===== config.mk =====
export PLATFORM = sky130hd
export DESIGN_NAME = regfile_arbiter
export DESIGN_NICKNAME = d
export VERILOG_FILES = /design/src/rtl/regfile_arbiter.sv
export SDC_FILE = /design/constraint.sdc
export NUM_CORES = 1
export LEC_CHECK = 0
export ABC_AREA = 1
export CAP_MARGIN = 10
export CORE_MARGIN = 5
export CORE_UTILIZATION = 34
export DETAILED_ROUTE_END_ITERATION = 12
export GPL_ROUTABILITY_DRIVEN = 1
export PLACE_DENSITY_LB_ADDON = 0.25
export SYNTH_ARGS = -nofsm -noshare
export SYNTH_HDL_FRONTEND = slang
export SYNTH_SLANG_ARGS = --single-unit

===== constraint.sdc =====
create_clock -name Clock -period 7.8 [get_ports Clock]
set_input_delay 1.95 -clock Clock [delete_from_list [all_inputs] [get_ports Clock]]
set_output_delay 1.95 -clock Clock [all_outputs]
set_load 0.05 [all_outputs]

===== src/rtl/regfile_arbiter.sv =====
// regfile_arbiter: two-requester arbiter for a 2R/1W register file; REGFILE_CLEAR_EN adds a power-up zeroing sweep
module regfile_arbiter #(
  parameter int ADDR_W = 6,
  parameter int DATA_W = 16,
  parameter int DEPTH  = 64
) (
  input  logic              Clock,
  input  logic              nReset,
  input  logic              Req0,
  input  logic              Req1,
  input  logic              Write0,
  input  logic              Write1,
  input  logic [ADDR_W-1:0] Addr0,
  input  logic [ADDR_W-1:0] Addr1,
  input  logic [DATA_W-1:0] WData0,
  input  logic [DATA_W-1:0] WData1,
  output logic              Gnt0,
  output logic              Gnt1,
  output logic              RValid0,
  output logic              RValid1,
  output logic [DATA_W-1:0] RData0,
  output logic [DATA_W-1:0] RData1,
  output logic              Ready,
  output logic [ADDR_W-1:0] RfAddressA,
  output logic [DATA_W-1:0] RfWriteData,
  output logic              RfWriteEnable,
  output logic [ADDR_W-1:0] RfAddressB,
  input  logic [DATA_W-1:0] RfReadDataA,
  input  logic [DATA_W-1:0] RfReadDataB
);
  typedef enum logic {CLEAR, RUN} state_t;
  state_t state;
  logic [ADDR_W-1:0] cnt;
  logic ptr, r0, r1, ww, a1;
  if (DEPTH != 2 ** ADDR_W) begin : g_depth_check
    $error("DEPTH must equal 2**ADDR_W");
  end
`ifdef REGFILE_CLEAR_EN
  state_t next;
  // state register and sweep address counter
  always_ff @(posedge Clock or negedge nReset)
    if (!nReset) begin
      state <= CLEAR;
      cnt   <= '0;
    end else begin
      state <= next;
      cnt   <= (state == CLEAR) ? cnt + 1'b1 : cnt;
    end
  // leave CLEAR once the last address has been written
  always_comb next = (state == CLEAR && cnt == ADDR_W'(DEPTH - 1)) ? RUN : state;
`else
  assign state = RUN;
  assign cnt   = '0;
`endif
  assign Ready = state == RUN;
  // grants and register-file port steering; writer always owns port A
  always_comb begin
    r0            = Req0 & Ready;
    r1            = Req1 & Ready;
    ww            = r0 & r1 & Write0 & Write1;
    Gnt0          = r0 & ~(ww & ptr);
    Gnt1          = r1 & ~(ww & ~ptr);
    a1            = Gnt1 & (~Gnt0 | Write1);
    RfAddressA    = !Ready ? cnt : (Gnt0 | Gnt1) ? (a1 ? Addr1 : Addr0) : '0;
    RfAddressB    = (Gnt0 & Gnt1) ? (a1 ? Addr0 : Addr1) : '0;
    RfWriteData   = !Ready ? '0 : a1 ? WData1 : WData0;
    RfWriteEnable = nReset & (!Ready | (a1 ? Write1 : Gnt0 & Write0));
  end
  // pointer flips on each resolved write-write conflict; reads return data one cycle later
  always_ff @(posedge Clock or negedge nReset)
    if (!nReset) begin
      ptr     <= 1'b0;
      RValid0 <= 1'b0;
      RValid1 <= 1'b0;
      RData0  <= '0;
      RData1  <= '0;
    end else begin
      ptr     <= ptr ^ ww;
      RValid0 <= Gnt0 & ~Write0;
      RValid1 <= Gnt1 & ~Write1;
      if (Gnt0 & ~Write0) RData0 <= a1 ? RfReadDataB : RfReadDataA;
      if (Gnt1 & ~Write1) RData1 <= a1 ? RfReadDataA : RfReadDataB;
    end
endmodule

==> results of run 1 <==
==> metrics by stage <==
step,power (mW),instance area [um2],hold slack [ns]
after floorplan,0.450,2290,0.593
after global placement,0.612,3910,0.464
after detailed placement,0.616,3910,0.465
after CTS,0.746,3990,0.484
after global routing,0.777,3990,0.501
final,0.737,3990,0.482
==> power by group <==
part	total, mW	switching [mW]	internal [mW]
clock	0.127	0.0650	0.0624
sequential	0.227	0.0166	0.210
combinational	0.383	0.238	0.145
==> worst paths after layout <==
path | end | slack (ns) | cells past startpoint
max | RfWriteData[1] | 1.04 | 12
min | RData0[5] | 0.48 | 2
max reg2reg | RData0[0] | 5.54 | 8
min reg2reg | RData0[5] | 0.48 | 2
max in group asynchronous | ptr | 5.54 | 1
min in group asynchronous | RValid0 | 1.75 | 1
==> cell type report <==
cell class | count | area share
clock buffer | 6 | 0.0182
sequential | 35 | 0.220
tap | 80 | 0.0251
timing repair buffer | 148 | 0.406
inverter | 50 | 0.0483
clock inverter | 2 | 0.00314
multi-input combinational | 252 | 0.280
==> critical path: stages <==
cell             delay, ns
clkdlybuf4s50_1       0.54
inv_1                 0.06
nor4_1                0.38
ha_1                  0.29
inv_1                 0.09
nand3_2               0.45
nand2_2               0.10
buf_4                 0.30
inv_2                 0.27
nand2_1               0.10
nand2_1               0.12
buf_12                0.15
==> flip-flops by register name, indices dropped and copies added (netlist names) <==
| signal | cells |
|---|---|
| RValid0 | 1 |
| RData1 | 16 |
| ptr | 1 |
| RValid1 | 1 |
| RData0 | 16 |
==> cell families after synthesis <==
| logic type | share of synthesized area |
|---|---|
| fa+ha+maj | 0.0109 |
| flops | 0.382 |
| buf+inv | 0.133 |
| other cells | 0.00164 |
| compound gates | 0.0376 |
| simple gates | 0.435 |
==> metal layers <==
layer / global-route usage / routed length (um) / vias to the layer above / part of all wire
met2: 0.324 / 3980 / 137 / 0.48
met1: 0.239 / 3470 / 1227 / 0.42
met4: 0.0507 / 64 / 0 / 0.0078
met3: 0.0459 / 697 / 6 / 0.085
met5: 0 / 0 / - / 0
li1: - / - / 1366 / -
==> cell usage after synthesis, drive strengths merged <==
cell type / count
nand2: 156
nand3: 70
inv: 49
dfrtp: 35
buf: 18
o21ai: 10
nor2: 6
a21oi: 4
ha: 2
a21boi: 1
clkbuf: 1
clkinv: 1
conb: 1
nor4: 1
o2111ai: 1
==> run metrics, run 1 <==
status complete, no violations; final critical-path required period 6.76 ns; cts hold-fix bufs 0; via count 2736; top-area cell type share of the netlist area 0.382; DRT iter0 DRCs 146; critical path type in -> out; Yosys warnings 0; clk buf depth 2; Storage cell area 876 um2; Worst-Skew Late Latency 0.28 ns; layout cell share with drive strength beyond 1 0.0953; synth unique cells 24; Resized cells post-CTS 0; number of global-route vias before repair 2702; hpwl dp 6.21 mm; drt wl/cell 14.3 um; Tot GR Track Use 0.190; row cnt 30; total CTS buffers 5; pre-CTS setup slack 1.01 ns; # IOs 148; DP Cell Count 565; setup violators final 0; I/O Buffers 146; root buf cell clkbuf_8; gr ovfl total 0; clock slew at the register clock pins of the worst setup and hold paths 0.07 ns; Hold Crit Class reg -> reg; clk sink count 35; worst setup path startpoint Write0; Yosys top cell by area dfrtp_1; worst r2r src ptr; FILL cells 597; Remaining DRCs 0; Post-Syn Area 2290 um2; Clock Skew 0.00751 ns; Non-Filler Instances 573; top cells by area, synth dfrtp_1 (38%), nand2_1 (25%), nand3_1 (15%); crit path capture type primary output; CP arrival 4.81 ns; gpl congestion 0.835; die area 8490 um2; Final Slew Violations 0; Worst EP required 5.85 ns; Initial Util 0.343; Sum Neg Setup Slack 0 ns; width of the die 92.1 um; Seq/Total Area, Yosys 0.382; Post-CTS Repair Setup Buffers 0; P per Cell Area 185 nW/um2; worst-path maximum fanout 43; RSZ-0062 raised after global routing false; commonest non-fill, non-tap cells in the layout nand2_1 (154), clkdlybuf4s50_1 (119), nand3_1 (69); first-pass GRT wire length 13.2 mm; nets 576; crit share post-route 0.867; Max Fclk 0.148 GHz; most common cell after layout, fill and taps aside nand2_1; Worst-Margin Slew 0.797 ns; Post-Route WL 8.21 mm; startpoint types input pin; Final WS setup 1.04 ns; DR vias/cell 4.77; Pre-Repair DR Iteration Count 4; CTS tree yes; Util after Layout 0.597; Yosys reg bits 35; slew margin rel. 0.469; initial antenna violation count 0; final hold violation count 0; Detail Route Antenna Nets 0; Leakage Power 2.05 nW; hold_sp RData0[5]; post-synthesis cell count 356; maximum VDD drop 106 uV; Placeable Area 6680 um2; max-cap check violation count 0; chip height 92.1 um; # H-tree levels 2; largest net degree at the start of global routing 44; footprint of the multi-input gates 1120 um2; ANT cells 0; syn avg cell area 6.44 um2; Layout area overhead 74.0%; syn_nets 440
No activity file was read; power rests on OpenSTA's default activity.
==> inputs of run 2 (changes only) <==
- HOLD_SLACK_MARGIN: default -> 0.06
==> results of run 2 <==
No change in the layout: final DEF, timing and power equal those of run 1.
